<file path="src/rtl/fm_data_mover.sv">
// Pairs sequencer read/write strobes into source reads and destination writes; a write lands RD_LAT+2 cycles after its read strobe.
// No backpressure: every stage shifts each cycle, and unpaired items raise a sticky error and are dropped.
module fm_data_mover #(
    parameter int AW     = 17,
    parameter int DW     = 64,
    parameter int RD_LAT = 2,
    parameter int W_CNT  = 20
) (
    input  logic             clk,
    input  logic             rst,
    input  logic             q_mv_start,
    input  logic             i_as_done,
    input  logic             i_as_rd_vld,
    input  logic [AW-1:0]    i_as_rd_addr,
    input  logic             i_as_wr_vld,
    input  logic [AW-1:0]    i_as_wr_addr,
    output logic             o_src_rd_en,
    output logic [AW-1:0]    o_src_rd_addr,
    input  logic [DW-1:0]    i_src_rd_data,
    output logic             o_dst_wr_en,
    output logic [AW-1:0]    o_dst_wr_addr,
    output logic [DW-1:0]    o_dst_wr_data,
    output logic             o_mv_busy,
    output logic             o_mv_done,
    output logic [W_CNT-1:0] o_wr_count,
    output logic             o_err
);
    localparam int WA_W = RD_LAT * AW;

    typedef enum logic [1:0] {IDLE, RUN, DRAIN, DONE} state_t;
    state_t state;

    logic            accept;
    logic            acc_rd;
    logic            acc_wr;
    logic            start_acc;
    logic [RD_LAT-1:0] dv_sr;
    logic [RD_LAT-1:0] wv_sr;
    logic [WA_W-1:0] wa_sr;
    logic            dvld;
    logic            wvld;
    logic            pair;
    logic [AW-1:0]   waddr;
    logic            drained;

    assign accept    = (state == RUN) || (state == DRAIN);
    assign acc_rd    = accept && i_as_rd_vld;
    assign acc_wr    = accept && i_as_wr_vld;
    assign start_acc = (state == IDLE) && q_mv_start;

    assign dvld  = dv_sr[RD_LAT-1];
    assign wvld  = wv_sr[RD_LAT-1];
    assign waddr = wa_sr[WA_W-1 -: AW];
    assign pair  = dvld && wvld;

    // The last write is on the outputs in the cycle the FSM leaves DRAIN, so done follows it by one cycle.
    assign drained = !o_src_rd_en && !(|dv_sr) && !(|wv_sr) && !i_as_rd_vld && !i_as_wr_vld;

    always_ff @(posedge clk or posedge rst) begin
        if (rst) begin
            state     <= IDLE;
            o_mv_busy <= 1'b0;
            o_mv_done <= 1'b0;
        end else begin
            case (state)
                IDLE: begin
                    o_mv_done <= 1'b0;
                    if (q_mv_start) begin
                        state     <= RUN;
                        o_mv_busy <= 1'b1;
                    end
                end
                RUN: begin
                    if (i_as_done) begin
                        state <= DRAIN;
                    end
                end
                DRAIN: begin
                    if (drained) begin
                        state     <= DONE;
                        o_mv_busy <= 1'b0;
                        o_mv_done <= 1'b1;
                    end
                end
                DONE: begin
                    state     <= IDLE;
                    o_mv_done <= 1'b0;
                end
                default: begin
                    state     <= IDLE;
                    o_mv_busy <= 1'b0;
                    o_mv_done <= 1'b0;
                end
            endcase
        end
    end

    always_ff @(posedge clk or posedge rst) begin
        if (rst) begin
            o_src_rd_en   <= 1'b0;
            o_src_rd_addr <= '0;
            dv_sr         <= '0;
            wv_sr         <= '0;
            wa_sr         <= '0;
            o_dst_wr_en   <= 1'b0;
            o_dst_wr_addr <= '0;
            o_dst_wr_data <= '0;
            o_wr_count    <= '0;
            o_err         <= 1'b0;
        end else begin
            o_src_rd_en <= acc_rd;
            if (acc_rd) begin
                o_src_rd_addr <= i_as_rd_addr;
            end

            // Oldest entry sits in the top slot; the new one enters at the bottom.
            dv_sr <= RD_LAT'({dv_sr, o_src_rd_en});
            wv_sr <= RD_LAT'({wv_sr, acc_wr});
            wa_sr <= WA_W'({wa_sr, i_as_wr_addr});

            o_dst_wr_en <= pair;
            if (pair) begin
                o_dst_wr_addr <= waddr;
                o_dst_wr_data <= i_src_rd_data;
            end

            if (start_acc) begin
                o_wr_count <= '0;
            end else if (pair && (o_wr_count != '1)) begin
                o_wr_count <= o_wr_count + W_CNT'(1);
            end

            if (start_acc) begin
                o_err <= 1'b0;
            end else if (dvld != wvld) begin
                o_err <= 1'b1;
            end
        end
    end
endmodule
</file>
<file path="config.mk">
export PLATFORM = sky130hd
export DESIGN_NAME = fm_data_mover
export DESIGN_NICKNAME = d
export VERILOG_FILES = /design/src/rtl/fm_data_mover.sv
export SDC_FILE = /design/constraint.sdc
export NUM_CORES = 1
export LEC_CHECK = 0
export ABC_AREA = 1
export ABC_CLOCK_PERIOD_IN_PS = 8900
export CAP_MARGIN = 20
export CORE_MARGIN = 3
export CORE_UTILIZATION = 48
export CTS_CLUSTER_SIZE = 20
export DETAILED_ROUTE_END_ITERATION = 12
export GPL_TIMING_DRIVEN = 0
export PLACE_DENSITY_LB_ADDON = 0.12
export SETUP_SLACK_MARGIN = 0.02
export SLEW_MARGIN = 20
export SYNTH_ARGS = -nofsm -noshare
export SYNTH_HDL_FRONTEND = slang
export SYNTH_SLANG_ARGS = --single-unit
</file>
<file path="constraint.sdc">
create_clock -name clk -period 8.9 [get_ports clk]
set_input_delay 1.335 -clock clk [delete_from_list [all_inputs] [get_ports clk]]
set_output_delay 1.335 -clock clk [all_outputs]
set_load 0.05 [all_outputs]
</file>
==> summary.md, run 1 <==
| Metric | Value |
|---|---|
| Area fraction of the dominant cell type after synthesis | 0.650 |
| Antenna violations before repair | 0 |
| GRT Overall Usage | 0.233 |
| Post-layout util | 0.739 |
| Crit share post-route | 0.344 |
| CTS tree | built |
| TritonRoute pass-1 iters | 5 |
| Layout Nets | 1,042 |
| Top cells by area, synth | dfrtp_1 (65%), nand2_1 (22%), nor2_1 (1.7%), inv_1 (1.5%), clkbuf_1 (1.3%) |
| DRC errors left | 0 |
| Syn Inst Count | 687 |
| Worst Hold Class | flip-flop to flip-flop |
| Final setup viols | 0 |
| Rows | 41 |
| Postcts setup bufs | 0 |
| Via count | 5,382 |
| #FFs+latches synth | 163 |
| Post-CTS Hold Buffers | 0 |
| Setup crit end kind | output port |
| CP arrival | 1.72 ns |
| Max incr delay on CP | 0.84 ns |
| Pin count of the biggest net entering global routing | 97 |
| Root Buffer | clkbuf_16 |
| Crit-path cells | clkdlybuf4s50_1 |
| Number of distinct library cells after synthesis | 24 |
| Crit-path slowest cell | clkdlybuf4s50_1 |
| Clock Skew | 0.00634 ns |
| Post-cts repair resize count | 0 |
| First-pass GRT wire length | 26,600 microns |
| Crit path max fanout | 6 |
| Setup TNS | 0 ns |
| CTS Buf Count | 17 |
| Slew HR | 0.449 |
| Final hold violation count | 0 |
| H-tree depth | 4 |
| Maximum VDD drop | 266 uV |
| Initial drt markers | 470 |
| GP Congestion | 0.918 |
| ANT nets after route | 0 |
| Port buffer count | 226 |
| Synth area leader | dfrtp_1 |
| Ys Warns | 0 |
| Max-slew violations | 0 |
| Clk Latency, worst-skew pair | 0.42 ns |
| WS Path Type | flip-flop to output port |
| Num Clock Sinks | 163 |
| Mapped Area | 0.00627 sq mm |
| Post-Syn Nets | 796 |
| DP Wirelength | 11,900 microns |
| Final wirelength | 16,400 microns |
| Leak | 4.50 nW |
| Synth Area per Inst | 9.13 sq um |
| Remaining global-route overflow | 0 |
| Min Tclk post-route | 3.06 ns |
| Crit path buffers/inverters | 1 |
| Die area | 0.0145 sq mm |
| Unrepaired setup endpoints after global routing | no |
| Delay-heaviest family, CP | buffers and inverters |
| Die Wd | 120 microns |
| Routed WL per cell | 14.6 microns |
| Max-cap viol count | 0 |
| Worst-case clock buffer depth | 2 |
| Chip Height | 120 microns |
| Share of cells above drive strength 1 | 0.0560 |
| Via density | 4.81 |
| Fmax achieved | 327 MHz |
| Ports | 227 |
| Status | finished, final reports clean |
| Reg-to-reg setup timing slack | 6.71 ns |
| Startpoint types | flip-flop |
| Worst EP required | 7.57 ns |
| Worst-margin pin slew | 0.827 ns |
| Area grow syn2layout | 49.9% |
| Core Region | 0.0127 sq mm |
| Clk pin slew, worst setup/hold paths | 0.07 ns |
| Ant diodes | 0 |
| Seq/Total Area, Yosys | 0.650 |
| Vias in the first global route | 5,442 |
| Initial Util | 0.493 |
| Pwr per Cell Area | 407 mW/mm^2 |
## where the power goes
| group | switching [W] | internal (W) | total, W |
|---|---|---|---|
| logic | 0.00131 | 0.000594 | 0.00191 |
| registers | 0.000155 | 0.00101 | 0.00116 |
| clock network | 0.000303 | 0.000453 | 0.000755 |
| total | 0.00177 | 0.00205 | 0.00382 |
## worst paths after layout
kind	depth (start not counted)	end	start
max	1	o_wr_count[8]	o_wr_count[8]$_DFFE_PP0P_
min	0	wa_sr[18]$_DFF_PP0_	wa_sr[1]$_DFF_PP0_
max reg2reg	6	o_wr_count[0]$_DFFE_PP0P_	dv_sr[1]$_DFF_PP0_
min reg2reg	0	wa_sr[18]$_DFF_PP0_	wa_sr[1]$_DFF_PP0_
max in group asynchronous	3	o_dst_wr_data[32]$_DFFE_PP0P_	rst
min in group asynchronous	2	o_src_rd_addr[9]$_DFFE_PP0P_	rst
## cells by family after synthesis
family                     synth area share
xor gates and xnor gates            0.00559
adders and majority gates           0.00998
DFF                                   0.650
buffers and inverters                0.0331
AOI/OAI and AO/OA                    0.0164
and+or+nand+nor                       0.285
## metal layers
layer | routed length [microns] | vias to the layer above | share of wire | GRT usage
met5 | 0 | - | 0 | 0
met4 | 441 | 0 | 0.027 | 0.0899
met3 | 1440 | 30 | 0.088 | 0.0753
met2 | 8280 | 214 | 0.51 | 0.401
met1 | 6210 | 2549 | 0.38 | 0.274
li1 | - | 2589 | - | -
## state kept, by name (all words and copies together) (netlist names)
name           count
dv_sr              2
o_dst_wr_addr     17
o_dst_wr_data     64
o_dst_wr_en        1
o_err              1
o_mv_busy          1
o_mv_done          1
o_src_rd_addr     17
o_src_rd_en        1
o_wr_count        20
state              2
wa_sr             34
wv_sr              2
## area by class of cell
class                   count  area (sq um)
flip-flops and latches    163          4080
repair buffers            227          2290
plain buffers              24           105
fillers                   972          3320
clock inverters            14           175
multi-input cells         473          1980
clock buffers              18           439
well taps                 172           215
inverters                  27           110
## cell usage after synthesis (all sizes together)
library cell and count:
nand2 380, xor2 4, nand3b 1, ha 5
nand4 6, buf 2, o21a 1, nor2 33
or2 3, nor3 6, dfrtp 163, clkbuf 22
inv 25, o21ai 13, nand3 15, a21oi 6
clkinv 2
## placed cells by master, fill, tap and decap left out, types with 2 or more instances in the layout
cell,instances
o21ai_0,8
buf_6,2
inv_6,5
nand2_1,373
or2_2,3
ha_1,5
o21ai_1,5
nor2_2,2
bufinv_16,3
clkbuf_1,22
inv_1,24
nand2_4,3
clkinv_2,3
clkbuf_16,17
nand2_2,4
dfrtp_1,163
clkdlybuf4s50_1,226
nand4_1,6
nand3_1,15
nor2_4,3
nor2_1,28
a21oi_1,6
xor2_1,4
clkinvlp_4,3
nor3_1,5
## stage by stage
step | instances | setup WS [ns] | total power [W] | hold slack (ns) | area (sq um)
after global placement | 1085 | 1.22 | 0.00303 | 0.332 | 8750
after CTS | 1118 | 5.84 | 0.00385 | 0.351 | 9400
final | 1118 | 5.84 | 0.00382 | 0.345 | 9400
after floorplan | 687 | 3.16 | 0.00238 | 0.331 | 6270
after detailed placement | 1086 | 5.82 | 0.00308 | 0.335 | 8780
after global routing | 1118 | 5.78 | 0.00401 | 0.357 | 9400
No activity file was read; power rests on OpenSTA's default activity.
==> inputs of run 2 (changes only) <==
--- a/config.mk
+++ b/config.mk
@@ -6,10 +6,10 @@
 export NUM_CORES = 1
 export LEC_CHECK = 0
 export ABC_AREA = 1
-export ABC_CLOCK_PERIOD_IN_PS = 8900
+export ABC_CLOCK_PERIOD_IN_PS = 2600
 export CAP_MARGIN = 20
 export CORE_MARGIN = 3
-export CORE_UTILIZATION = 48
+export CORE_UTILIZATION = 40
 export CTS_CLUSTER_SIZE = 20
 export DETAILED_ROUTE_END_ITERATION = 12
 export GPL_TIMING_DRIVEN = 0
==> constraint.sdc (replaced) <==
create_clock -name clk -period 2.6 [get_ports clk]
set_input_delay 0.39 -clock clk [delete_from_list [all_inputs] [get_ports clk]]
set_output_delay 0.39 -clock clk [all_outputs]
set_load 0.05 [all_outputs]
==> run 2 against run 1 <==
  * First-iteration DRC count fell by 43%
  * Final area increased by 1.1%
  * Core utilization shrank 12 points
  * Combinational power rose to 3.4 times the previous value
  * Critical path depth unchanged
  * Cell count rose by 3.9%
  * Critical path type unchanged
  * Largest cell class unchanged
  * Largest power group unchanged
==> summary.md, run 2 (synthesis gave the netlist of run 1 again) <==
| Metric | Value |
|---|---|
| Status | finished, final reports clean |
| Port buffer count | 226 (unchanged) |
| Worst EP required | 2.21 ns (-5.36 ns) |
| Worst-case clock buffer depth | 2 (unchanged) |
| Post-cts repair resize count | 0 (unchanged) |
| Via count | 5,172 (-3.9%) |
| Delay-heaviest family, CP | buffers and inverters |
| H-tree depth | 4 (unchanged) |
| FILL cells | 1,302 (+34%) |
| Max-slew violations | 0 (unchanged) |
| R2R depth | 6 (unchanged) |
| Ant diodes | 0 (unchanged) |
| Maximum VDD drop | 698 uV (+160%) |
| Worst Hold Class | input pin to asynchronous set/reset pin |
| DRC errors left | 0 (unchanged) |
| Placed cell area | 0.00894 sq mm (+1.7%) |
| Chip Height | 131 microns (+9.1%) |
| Rows | 45 (+9.8%) |
| Worst Hold Margin | 0.260 ns (-0.0847 ns) |
| Largest Register | o_dst_wr_data |
| WP depth | 1 (unchanged) |
| Clock Skew | 0.00930 ns (+0.00296 ns) |
| Final hold violation count | 0 (unchanged) |
| Crit path launch | o_wr_count[8]$_DFFE_PP0P_ |
| Num Clock Sinks | 163 (unchanged) |
| Remaining global-route overflow | 0 (unchanged) |
| WS Path Type | flip-flop to output port |
| Slew HR | 0.461 (+0.0127) |
| Via density | 4.45 (-7.5%) |
| Ports | 227 (unchanged) |
| Crit-path slowest cell | clkdlybuf4s50_1 |
| First-pass GRT wire length | 26,500 microns (-0.52%) |
| Worst-margin pin slew | 0.808 ns (-0.0190 ns) |
| CTS tree | built |
| Leak | 4.53 nW (+0.53%) |
| Pwr per Cell Area | 1360 mW/mm^2 (+230%) |
| Crit path max fanout | 6 (unchanged) |
| GP Congestion | 0.798 (-13%) |
| Worst R2R Start | dv_sr[1]$_DFF_PP0_ |
| Clk pin slew, worst setup/hold paths | 0.07 ns (about the same) |
| CTS Buf Count | 17 (unchanged) |
| Postcts setup bufs | 0 (unchanged) |
| Die area | 0.0172 sq mm (+19%) |
| Most frequent cells in the layout | nand2_1 (373), clkdlybuf4s50_1 (226), dfrtp_1 (163), nor2_1 (28), inv_1 (24) |
| Crit share post-route | 0.813 |
| Design area | 0.00950 sq mm (+1.1%) |
| Initial drt markers | 266 (-43%) |
| ANT nets after route | 0 (unchanged) |
| CP arrival | 1.72 ns (about the same) |
| Antenna violations before repair | 0 (unchanged) |
| Min Tclk post-route | 2.11 ns |
| Post-CTS Hold Buffers | 0 (unchanged) |
| DP Wirelength | 12,000 microns (+0.97%) |
| Vias in the first global route | 5,088 (-6.5%) |
| Setup crit end kind | output port |
| Share of cells above drive strength 1 | 0.0610 (+0.00496) |
| Final wirelength | 16,100 microns (-1.6%) |
| TritonRoute pass-1 iters | 4 (-1) |
| GRT Overall Usage | 0.193 (-0.0399) |
| Crit-path cells | clkdlybuf4s50_1 |
| Top Registers | o_dst_wr_data: 64 flops, wa_sr: 34 flops, o_wr_count: 20 flops |
| Largest register FFs | 64 (unchanged) |
| Core Region | 0.0153 sq mm (+20%) |
| Initial Util | 0.411 (-0.0819) |
| Final setup viols | 0 (unchanged) |
| Crit path buffers/inverters | 1 (unchanged) |
| Die Wd | 131 microns (+9.1%) |
| Max incr delay on CP | 0.84 ns (about the same) |
| Max-cap viol count | 0 (unchanged) |
| Routed WL per cell | 13.9 microns (-5.3%) |
| Layout Nets | 1,047 (+0.48%) |
| Most common cell after layout, fill and taps aside | nand2_1 |
| Unrepaired setup endpoints after global routing | no |
| Tot Pwr | 0.0129 W (+240%) |
| Clk Latency, worst-skew pair | 0.43 ns (about the same) |
| Root Buffer | clkbuf_16 |
| Startpoint types | flip-flop |
| Pin count of the biggest net entering global routing | 33 (-66%) |
| Area grow syn2layout | 51.5% |
| Fmax achieved | 473 MHz |
run 2: worst paths after layout:
kind | to | slack [ns]
worst min register to register | wa_sr[26]$_DFF_PP0_ | 0.35
min in group clk | wa_sr[26]$_DFF_PP0_ | 0.35
worst max register to register | o_wr_count[16]$_DFFE_PP0P_ | 0.52
max in group asynchronous | o_dst_wr_data[2]$_DFFE_PP0P_ | 1.29
worst min-delay path | o_src_rd_addr[14]$_DFFE_PP0P_ | 0.26
worst max-delay path | o_wr_count[8] | 0.49
run 2: cell type report:
cell class,instances,area (sq um),area share
flip-flops and latches,163,4080,0.429
well taps,211,264,0.0278
repair buffers,232,2400,0.252
clock buffers,19,453,0.0477
multi-input cells,473,1980,0.209
clock inverters,13,114,0.0120
inverters,27,106,0.0112
plain buffers,24,105,0.0111
run 2: stage by stage:
step                std cells  TNS, ns   util  worst slack (ns)
floorplan                 687        0      -             0.139
global placement         1124  -205.27  0.577             -1.27
detailed placement       1130        0  0.586             0.448
CTS                      1162        0  0.623             0.454
global route             1162        0  0.623             0.271
finish                   1162        0  0.623             0.487
run 2: layer usage:
metal	vias up	GRT usage	routed length (microns)
met5	-	0	0
met3	21	0.0647	1070
met2	143	0.331	8130
met1	2399	0.229	6620
li1	2609	-	-
met4	0	0.0671	291
run 2: power breakdown:
part	switching [W]	leakage (nW)	internal [W]
Sequential	0.000509	2.02	0.00344
Combinational	0.00448	2.24	0.00205
Clock	0.00109	0.274	0.00131
Total	0.00608	4.53	0.00680
